## config.mk

```make
export PLATFORM = sky130hd
export DESIGN_NAME = ldm_stm_seq
export DESIGN_NICKNAME = d
export VERILOG_FILES = /design/src/rtl/ldm_stm_seq.sv
export SDC_FILE = /design/constraint.sdc
export NUM_CORES = 1
export LEC_CHECK = 0
export CAP_MARGIN = 20
export CORE_ASPECT_RATIO = 1.1
export CORE_UTILIZATION = 48
export CTS_BUF_LIST = sky130_fd_sc_hd__clkbuf_2
export DETAILED_ROUTE_END_ITERATION = 12
export PLACE_DENSITY = 0.93
export SYNTH_ARGS = -nofsm -noshare
export SYNTH_HDL_FRONTEND = slang
export SYNTH_SLANG_ARGS = --single-unit
```

## constraint.sdc

```tcl
create_clock -name clk_in -period 9.65 [get_ports clk_in]
set_input_delay 1.4475 -clock clk_in [delete_from_list [all_inputs] [get_ports clk_in]]
set_output_delay 1.4475 -clock clk_in [all_outputs]
set_load 0.05 [all_outputs]
```

## src/rtl/ldm_stm_seq.sv

```systemverilog
`default_nettype none
// ============================================================================
//  Module      : ldm_stm_seq
//  Description : Block-transfer sequencer for LDM/STM. Captures the register
//                list and P/U/W/L bits, issues one beat per listed register
//                (lowest first) to the address calculator, then pulses
//                completion together with the base-writeback request.
//  Revision    : 1.0 - initial release
// ============================================================================
module ldm_stm_seq #(
    parameter int ADDR_W = 32,
    parameter int LIST_W = 16
) (
    input  logic              clk_in,
    input  logic              reset_in,
    input  logic              start_in,
    input  logic [LIST_W-1:0] reg_list_in,
    input  logic              p_bit_in,
    input  logic              u_bit_in,
    input  logic              w_bit_in,
    input  logic              l_bit_in,
    input  logic              stall_in,
    output logic              busy_out,
    output logic              ldm_stm_en_out,
    output logic              ldm_stm_start_out,
    output logic [1:0]        func_out,
    output logic [ADDR_W-1:0] offset_out,
    output logic [3:0]        reg_num_out,
    output logic              mem_rd_out,
    output logic              mem_wr_out,
    output logic              last_beat_out,
    output logic              done_out,
    output logic              wb_en_out,
    output logic              wb_up_out,
    output logic [ADDR_W-1:0] wb_offset_out
);

    // Transfer count needs to hold 0..LIST_W inclusive.
    localparam int                c_CNT_W    = $clog2(LIST_W + 1);
    localparam logic [LIST_W-1:0] c_MASK_ONE = LIST_W'(1);
    localparam logic [ADDR_W-1:0] c_FOUR     = ADDR_W'(4);

    typedef enum logic [1:0] {
        S_IDLE = 2'd0,
        S_XFER = 2'd1,
        S_DONE = 2'd2
    } state_t;

    state_t              r_state;
    state_t              w_state_nxt;
    logic [LIST_W-1:0]   r_mask;
    logic                r_p;
    logic                r_u;
    logic                r_w;
    logic                r_l;
    logic                r_first;
    logic [c_CNT_W-1:0]  r_n;

    logic                w_capture;
    logic                w_advance;
    logic [c_CNT_W-1:0]  w_pop;
    logic [LIST_W-1:0]   w_mask_clr;
    logic                w_single;
    logic [3:0]          w_low_idx;
    logic [ADDR_W-1:0]   w_n4;
    logic                w_xfer;
    logic                w_done;

    // Clearing the lowest set bit: x & (x-1).
    assign w_mask_clr = r_mask & (r_mask - c_MASK_ONE);
    assign w_single   = (r_mask != '0) && (w_mask_clr == '0);
    assign w_n4       = ADDR_W'({r_n, 2'b00});
    assign w_xfer     = (r_state == S_XFER);
    assign w_done     = (r_state == S_DONE);

    // Population count of the incoming list, latched as N at capture.
    always_comb begin
        w_pop = '0;
        for (int i = 0; i < LIST_W; i++) begin
            w_pop = w_pop + c_CNT_W'(reg_list_in[i]);
        end
    end

    // Priority encoder: index of the lowest set bit of the remaining mask.
    always_comb begin
        w_low_idx = 4'd0;
        for (int i = LIST_W - 1; i >= 0; i--) begin
            if (r_mask[i]) begin
                w_low_idx = 4'(i);
            end
        end
    end

    // Next-state decision plus the capture/advance strobes for the datapath.
    always_comb begin
        w_state_nxt = r_state;
        w_capture   = 1'b0;
        w_advance   = 1'b0;
        case (r_state)
            S_IDLE: begin
                if (start_in) begin
                    w_capture   = 1'b1;
                    w_state_nxt = (reg_list_in == '0) ? S_DONE : S_XFER;
                end
            end
            S_XFER: begin
                if (!stall_in) begin
                    w_advance = 1'b1;
                    if (w_single) begin
                        w_state_nxt = S_DONE;
                    end
                end
            end
            S_DONE: begin
                w_state_nxt = S_IDLE;
            end
            default: begin
                w_state_nxt = S_IDLE;
            end
        endcase
    end

    // State register.
    always_ff @(posedge clk_in or posedge reset_in) begin
        if (reset_in) begin
            r_state <= S_IDLE;
        end else begin
            r_state <= w_state_nxt;
        end
    end

    // Latched request fields and the shrinking register mask.
    always_ff @(posedge clk_in or posedge reset_in) begin
        if (reset_in) begin
            r_mask  <= '0;
            r_p     <= 1'b0;
            r_u     <= 1'b0;
            r_w     <= 1'b0;
            r_l     <= 1'b0;
            r_first <= 1'b0;
            r_n     <= '0;
        end else if (w_capture) begin
            r_mask  <= reg_list_in;
            r_p     <= p_bit_in;
            r_u     <= u_bit_in;
            r_w     <= w_bit_in;
            r_l     <= l_bit_in;
            r_first <= 1'b1;
            r_n     <= w_pop;
        end else if (w_advance) begin
            r_mask  <= w_mask_clr;
            r_first <= 1'b0;
        end
    end

    // Addressing: the first beat places the calculator at the lowest address
    // of the block so every mode walks upward in steps of 4 afterwards.
    always_comb begin
        func_out   = 2'b00;
        offset_out = '0;
        if (w_xfer) begin
            if (r_first) begin
                func_out = {1'b1, r_u};
                case ({r_p, r_u})
                    2'b01:   offset_out = '0;
                    2'b11:   offset_out = c_FOUR;
                    2'b00:   offset_out = w_n4 - c_FOUR;
                    default: offset_out = w_n4;
                endcase
            end else begin
                func_out   = 2'b11;
                offset_out = c_FOUR;
            end
        end
    end

    assign busy_out          = (r_state != S_IDLE);
    assign ldm_stm_en_out    = w_xfer;
    assign ldm_stm_start_out = w_xfer & r_first;
    assign reg_num_out       = w_xfer ? w_low_idx : 4'd0;
    assign mem_rd_out        = w_xfer & r_l;
    assign mem_wr_out        = w_xfer & ~r_l;
    assign last_beat_out     = w_xfer & w_single;
    assign done_out          = w_done;
    assign wb_en_out         = w_done & r_w;
    assign wb_up_out         = w_done & r_u;
    assign wb_offset_out     = w_done ? w_n4 : '0;

endmodule
`default_nettype wire

```

---- Word-level counts from Yosys, hierarchy flattened ----
Cells that the tools add are included.
operators by class
  add/subtract/negate cells ............... 17
  equality and inequality tests ........... 7
  muxes and demuxes ....................... 36
  bitwise logic cells ..................... 8
  reduce and logical (&&, ||, !) cells .... 9
operators by type and width
  operator                                                                count
  32-bit case mux with 3 select lines                                     1
  4-bit two-way mux                                                       17
  32-bit two-way mux                                                      2
  5-bit by 1-bit adder with 5-bit output                                  11
  16-bit zero test                                                        2
  16-bit two-way mux                                                      2
  16-bit bitwise AND                                                      1
  16-bit nonzero test                                                     1
  16-bit by 1-bit subtractor with 16-bit output (second input constant)   1
  2-bit two-way mux                                                       5
  7-bit by 3-bit subtractor with 8-bit output (second input constant)     1
  1-bit two-way mux                                                       7
  7-bit two-way mux                                                       1
  1-bit bitwise AND                                                       6
  2-bit != test (second input constant)                                   3
  4-bit by 1-bit adder with 5-bit output                                  1
  3-bit by 1-bit adder with 4-bit output                                  1
  2-bit by 1-bit equality test with 1-bit output (second input constant)  2
  2-bit equality test (second input constant)                             2
  2-bit zero test                                                         2
  2-bit case mux with 2 select lines                                      1
  2-bit nonzero test                                                      2
  2-bit by 1-bit adder with 3-bit output                                  1
  3-bit AND reduction                                                     1
  3 further kinds                                                         3
word-level totals
  bits in registers ....................... 28
  input bits .............................. 24
  word-level logic and storage cells ...... 85

---- Depth between registers and ports, before layout ----
Gate-level depths: netlist of the first run.
  word-level depth ........................ 17
  gate-level depth with buffers ........... 13
  gate-level depth less buffers ........... 13

---- Worst setup path after synthesis of the first run ----
Ideal clock, no wire load.
  kind .................................... flip-flop to output port
  start point ............................. reg r_state[1]
  end point ............................... out offset_out[10]
  data arrival time ....................... 5.143 ns
  slack ................................... 3.060 ns
  cell stages (with the launch flop) ...... 7
  cells stage by stage .................... dfrtp_1 -> nand2b_1 -> clkbuf_1 -> inv_2 -> nand2_1 -> nor4b_1 -> buf_4
between the ends
  cells in the longest elaborated chain, start to end .. 2
RTL lines
  item                                            RTL line  source
  start, declared                                 49        state_t r_state;
  start signal, assigned                          128       r_state <= w_state_nxt;
  2-bit by 1-bit equality test with 1-bit output  73        assign w_xfer = (r_state == S_XFER);
  named net ldm_stm_en_out                        24        output logic ldm_stm_en_out,
  32-bit two-way mux                              161       if (w_xfer) begin
  end, declared                                   27        output logic [ADDR_W-1:0] offset_out,
The timed path passes the listed nets, and every way through them passes these cells.

---- Final worst setup path of the first run ----
  start point ............................. in reg_list_in[5]
  end point ............................... reg r_n[4]
between the ends
  cells in the longest elaborated chain, start to end .. 11
RTL lines
  item                                                   RTL line  source
  start, declared                                        17        input logic [LIST_W-1:0] reg_list_in,
  5-bit by 1-bit adder with 5-bit output (11 in series)  80        w_pop = w_pop + c_CNT_W'(reg_list_in[i]);
  end signal, assigned                                   149       r_n <= w_pop;
  end, declared                                          57        logic [c_CNT_W-1:0] r_n;
No other way between the ends.
A chain may end at the register's enable or synchronous reset.

==> flow_metrics.tcl, run 1 <==
set metrics [dict create \
    maxCapViolations 0 \
    powerDensity_mw_per_mm2 356.9 \
    ys_seq_area_share_pct 26.18 \
    drt-initial-drc-count 281 \
    outcome "completed" \
    fill_cells 468 \
    cts_buffers 3 \
    grtUsageTotal_pct 22.17 \
    r2r_start "r_state[1]$_DFFE_PP0P_" \
    postCtsSetupBuffers 0 \
    cp_num_buf_inv 3 \
    ant_nets 0 \
    syn_to_final_growth_pct 19.87 \
    design.core.area_sq_mm 0.005360 \
    overflow 0 \
    cp.required_ns 9.97 \
    switchingPower_uw 646.4 \
    drive_gt1_share_pct 5.722 \
    p_comb_share_pct 70.0 \
    cts-root-buf "clkbuf_2" \
    hold_end "r_w$_DFFE_PP0P_" \
    hold_ws_ns 0.5297 \
    finalSetupTns_ns 0 \
    cts_tree "built" \
    crit_path_start_kind "input port" \
    reg2reg_to "r_mask[7]$_DFFE_PP0P_" \
    final_cells 442 \
    layout.cells.most_common "clkdlybuf4s50_1" \
    clockBufferDepth 2 \
    min_delay_path_depth 2 \
    io_buffer_count 73 \
    die_h_microns 80.32 \
    p_leak_nw 1.429 \
    swShare_pct 56.45 \
    mostFrequentLayoutCells "clkdlybuf4s50_1 (73), nand2_1 (34), inv_1 (30)" \
    seqPwrFrac_pct 23.6 \
    hold_start "r_w$_DFFE_PP0P_" \
    drt_first_pass_iters 5 \
    slew_headroom_pct 44.66 \
    placedCellCount 437 \
    totalWireLength_microns 6346 \
    reg2reg_depth 7 \
    setup_viol 0 \
    endpoint_kind "flip-flop" \
    initial_utilization_pct 49.93 \
    postSynth.asyncResetShare_pct 100.0 \
    dpl.hpwl_microns 4920 \
    min_period_ns 4.775 \
    synth_seq_cells 28 \
    worstSetupPathType "input port to flip-flop" \
    p_int_uw 498.7 \
    worst_pin_slew_ns 0.8281 \
    die-area_sq_mm 0.005879 \
    rsz0062_at_grt "false" \
    worst-path-max-fanout 2 \
    hold_buffers 0 \
    cp_cell_sequence "clkdlybuf4s50_1 > inv_1 > fa_1 > fa_1 > fa_1 > fa_1 > inv_1 > ha_1 > fa_1 > a21oi_1 > nor2_1 > a22o_1" \
    slew_violations 0 \
    cp_slowest_cell "fa_1" \
    final_hold_viol_count 0 \
    cts-resized-gates 0 \
    synth_area_per_cell_sq_um 8.086 \
    synth-edff-count 0 \
    arrival_ns 5.09 \
    syn-cell-area_sq_mm 0.002676 \
    io_pins 103 \
    antenna_cells 0 \
    slowest_delay_ns 0.58 \
    gp_congestion 0.8917 \
    cpLargestDelayFamily "adder cells" \
    grt_max_degree 29 \
    cts-htree-levels 1 \
    rows 28 \
    peakVddDrop_mv 0.1602 \
    vias_per_cell 5.398 \
    ys.flop_type "dfrtp_1" \
    wl_per_cell_microns 14.36 \
    insertion_delay_ns 0.38 \
    die_w_microns 73.20 \
    postSynthCellCount 331 \
    yosys_warnings 0 \
    clkPwrFrac_pct 6.4 \
    path_common_cell "fa_1" \
    via_count 2386 \
    layout.nets 409 \
    fin_worst_skew_ns 0.01362 \
    fin_crit_sh_pct 49.48 \
    seqCellArea_sq_um 700.7 \
    max_freq_mhz 209.4 \
    r2r_slack_ns 7.30 \
    grt_pass1_vias 2186 \
    clock-sinks 28 \
    worst-path-stages 12 \
    clk_pin_slew_ns 0.29 \
    drc_errors 0 \
    multi_input_area_sq_mm 0.001486 \
    hold_path_class "flip-flop to flip-flop" \
    antenna_found_initial 0 \
    grt_pass1_wl_microns 10240 \
    synth_cell_type_count 51 \
]
==> how the worst max path moves through the flow <==
stage                                       from                 end  slack (ns)
after CTS                         reg_list_in[5]  r_n[4]$_DFFE_PP0P_        4.87
after detailed placement          reg_list_in[5]  r_n[4]$_DFFE_PP0P_        4.44
after global routing              reg_list_in[0]  r_n[4]$_DFFE_PP0P_        4.77
after floorplan           r_state[1]$_DFFE_PP0P_      offset_out[10]        3.06
after global placement            reg_list_in[5]  r_n[4]$_DFFE_PP0P_        4.52
final                             reg_list_in[5]  r_n[4]$_DFFE_PP0P_        4.87
==> power groups by stage <==
stage / clock network (mW) / registers [mW] / logic, mW
floorplan: 0 / 0.211 / 0.673
global placement: 0 / 0.265 / 0.775
detailed placement: 0 / 0.270 / 0.791
CTS: 0.0725 / 0.266 / 0.797
global route: 0.0758 / 0.280 / 0.867
finish: 0.0731 / 0.270 / 0.802
==> layout make-up <==
class                           count  share of cell area, %
Clock inverter                      1                 0.9360
Clock buffer                        3                 0.4680
Timing Repair Buffer               75                  23.87
Multi-Input combinational cell    229                  46.33
Tap cell                           75                  2.925
Sequential cell                    28                  21.84
Inverter                           31                  3.627
==> kinds of logic (layout without fill, tap and decap cells) <==
kind of cell    Yosys count  count (layout)  share of synthesized area [%]
simple gates            110             110                          22.07
buf+inv                 102             110                          22.44
xor+xnor                  6               6                          1.964
flops                    28              28                          26.18
compound gates           64              64                          15.24
fa+ha+maj                18              18                          11.13
mux                       2               2                         0.8415
other cells               1              29                         0.1401
==> worst register-to-register path, stage by stage, from the launching register on <==
cell and delay (ns):
dfrtp_1 0.45, nand2b_1 0.29, inv_2 0.23, nand2b_1 0.41
nand2_1 0.48, o21ai_0 0.20, nand2_1 0.12, o21ai_0 0.08
==> cells in the mapped netlist, types with 5 or more instances <==
cell type	count	area [sq um]
buf_4	55	412.9
nand2_1	34	127.6
inv_1	30	112.6
dfrtp_1	28	700.7
nor2_1	28	105.1
o21ai_0	27	135.1
a21oi_1	13	65.06
clkbuf_1	12	45.04
and2_1	10	62.56
fa_1	10	200.2
ha_1	7	87.58
nor3_1	6	30.03
a22o_1	5	43.79
xnor2_1	5	43.79
==> stage by stage <==
| step | power, mW | utilization (%) | area, sq um | setup slack, ns |
|---|---|---|---|---|
| 3_5_place_dp | 1.061 | 58.50 | 3136 | 4.440 |
| 5_1_grt | 1.223 | 59.85 | 3208 | 4.770 |
| 4_1_cts | 1.136 | 59.34 | 3181 | 4.873 |
| 2_1_floorplan | 0.8842 | - | 2781 | 3.060 |
| 6_report | 1.145 | 59.85 | 3208 | 4.875 |
| 3_3_place_gp | 1.040 | 58.50 | 3136 | 4.516 |
==> flip-flops by register name, summed over array words and instances (netlist names) <==
register,flops
r_p,1
r_state,2
r_n,5
r_l,1
r_mask,16
r_u,1
r_first,1
r_w,1
==> layer usage <==
metal	GRT usage, %	vias to the layer above	routed length [microns]
met4	7.059	0	188
met3	2.509	24	459
met1	28.38	1141	2515
li1	-	1084	-
met2	38.61	137	3182
met5	0	-	0
Note: power is estimated with default switching activity, not from simulation.
==> run 2, diff against run 1 <==
--- a/config.mk
+++ b/config.mk
@@ -7,10 +7,10 @@
 export LEC_CHECK = 0
 export CAP_MARGIN = 20
 export CORE_ASPECT_RATIO = 1.1
-export CORE_UTILIZATION = 48
+export CORE_UTILIZATION = 46
 export CTS_BUF_LIST = sky130_fd_sc_hd__clkbuf_2
 export DETAILED_ROUTE_END_ITERATION = 12
-export PLACE_DENSITY = 0.93
+export PLACE_DENSITY = 0.89
 export SYNTH_ARGS = -nofsm -noshare
 export SYNTH_HDL_FRONTEND = slang
 export SYNTH_SLANG_ARGS = --single-unit
==> constraint.sdc (replaced) <==
create_clock -name clk_in -period 4.84 [get_ports clk_in]
set_input_delay 0.726 -clock clk_in [delete_from_list [all_inputs] [get_ports clk_in]]
set_output_delay 0.726 -clock clk_in [all_outputs]
set_load 0.05 [all_outputs]
==> run 2 against run 1 <==
Effect of this change:
- first-iteration DRC count shrank 2.1%
- combinational power grew 98%
- sequential power grew 99%
- critical path depth is the same
- global-route usage shrank 0.95 points
- total power grew 94%
- critical endpoint unchanged
- largest power group unchanged
==> flow_metrics.tcl, run 2 (synthesized netlist as in run 1, its figures left out) <==
set metrics [dict create \
    final_cells 442 \
    worst-path-max-fanout 2 \
    die_h_microns 82 \
    crit_path_start_kind "input port" \
    r2r_slack_ns 2.53 \
    final_hold_viol_count 0 \
    antenna_found_initial 0 \
    slew_violations 0 \
    worstSetupPathType "input port to flip-flop" \
    drc_errors 0 \
    hold_buffers 0 \
    dpl.hpwl_microns 4946 \
    reg2reg_to "r_mask[7]$_DFFE_PP0P_" \
    gp_congestion 0.9107 \
    rows 28 \
    min_period_ns 4.017 \
    grt_pass1_vias 2127 \
    r2r_start "r_state[1]$_DFFE_PP0P_" \
    powerDensity_mw_per_mm2 697.6 \
    placedCellCount 437 \
    p_leak_nw 1.416 \
    mostFrequentLayoutCells "clkdlybuf4s50_1 (73), nand2_1 (34), inv_1 (30)" \
    worst_pin_slew_ns 0.8819 \
    peakVddDrop_mv 0.3547 \
    finalSetupTns_ns 0 \
    die-area_sq_mm 0.006127 \
    cts_buffers 3 \
    grt_max_degree 29 \
    clockBufferDepth 2 \
    layout.nets 409 \
    grt_pass1_wl_microns 9936 \
    setup_viol 0 \
    io_buffer_count 73 \
    largest_reg_flops 16 \
    clock-sinks 28 \
    wl_per_cell_microns 14.23 \
    cts-root-buf "clkbuf_2" \
    arrival_ns 4.33 \
    postCtsSetupBuffers 0 \
    grtUsageTotal_pct 21.22 \
    totalWireLength_microns 6289 \
    antenna_cells 0 \
    layout.cells.most_common "clkdlybuf4s50_1" \
    slew_headroom_pct 41.06 \
    ant_nets 0 \
    insertion_delay_ns 0.38 \
    rsz0062_at_grt "false" \
    overflow 0 \
    design.core.area_sq_mm 0.005500 \
    fin_crit_sh_pct 83.00 \
    cts-htree-levels 1 \
    fin_worst_skew_ns 0.003512 \
    largest_register "r_mask" \
    drive_gt1_share_pct 5.450 \
    vias_per_cell 5.292 \
    hold_path_class "input port to asynchronous set/reset pin" \
    cts_tree "built" \
    reg2reg_depth 7 \
    maxCapViolations 0 \
    syn_to_final_growth_pct 18.89 \
    endpoint_kind "flip-flop" \
    die_w_microns 74.73 \
    reg_top3 "r_mask (16), r_n (5), r_state (2)" \
    initial_utilization_pct 48.66 \
    p_total_mw 2.220 \
    drt_first_pass_iters 5 \
    via_count 2339 \
    clk_pin_slew_ns 0.27 \
    io_pins 103 \
    drt-initial-drc-count 275 \
    cts-resized-gates 0 \
    cp.required_ns 5.16 \
    max_freq_mhz 248.9 \
    outcome "completed" \
]
==> run 2: cell count changes in the layout (fill, tap and decap cells not counted) <==
cell       previous run  this run
clkinv_1              0         1
bufinv_16             1         0
==> run 2: cell type report <==
class                      count  area (sq um)
fill                         495          2318
tap                           75         93.84
sequential                    28         700.7
clock buffer                   3         15.01
clock inverter                 1         3.754
multi-input combinational    229          1486
timing repair buffer          75         765.7
inverter                      31         116.4
==> run 2: worst max path at each step <==
stage / start / endpoint / slack [ns] / depth (start not counted)
CTS: reg_list_in[5] / r_n[4]$_DFFE_PP0P_ / 0.81 / 12
finish: reg_list_in[5] / r_n[4]$_DFFE_PP0P_ / 0.82 / 12
global route: r_mask[2]$_DFFE_PP0P_ / last_beat_out / 0.66 / 6
floorplan: r_state[1]$_DFFE_PP0P_ / offset_out[10] / 0.68 / 6
detailed placement: reg_list_in[5] / r_n[4]$_DFFE_PP0P_ / 0.37 / 12
global placement: reg_list_in[0] / r_n[4]$_DFFE_PP0P_ / 0.44 / 12
==> run 2: through the flow <==
stage / hold WS (ns) / instance area, sq um / worst slack (ns) / util, %
global placement: 0.4549 / 3136 / 0.4417 / 57.01
detailed placement: 0.4644 / 3136 / 0.3730 / 57.01
finish: 0.5263 / 3182 / 0.8227 / 57.85
floorplan: 0.4374 / 2788 / 0.6754 / -
CTS: 0.5192 / 3154 / 0.8150 / 57.35
global route: 0.5263 / 3182 / 0.6595 / 57.85
==> run 2: metal layers <==
| metal | vias to the layer above | part of all wire [%] | track usage [%] |
|---|---|---|---|
| li1 | 1093 | - | - |
| met1 | 1102 | 40 | 26.77 |
| met2 | 129 | 52 | 37.66 |
| met3 | 15 | 6.2 | 2.454 |
| met4 | 0 | 1.8 | 6.415 |
| met5 | - | 0 | 0 |
==> run 2: power by group <==
group | switching, mW | internal [mW]
Sequential | 0.200 | 0.337
Clock | 0.0732 | 0.0179
Combinational | 1.01 | 0.582
Total | 1.28 | 0.938
==> run 2: worst max-delay path: stages <==
cell	delay, ns
clkdlybuf4s50_1	0.49
inv_1	0.08
fa_1	0.56
fa_1	0.44
fa_1	0.50
fa_1	0.50
inv_1	0.04
ha_1	0.20
fa_1	0.40
a21oi_1	0.14
nor2_1	0.05
a22o_1	0.20
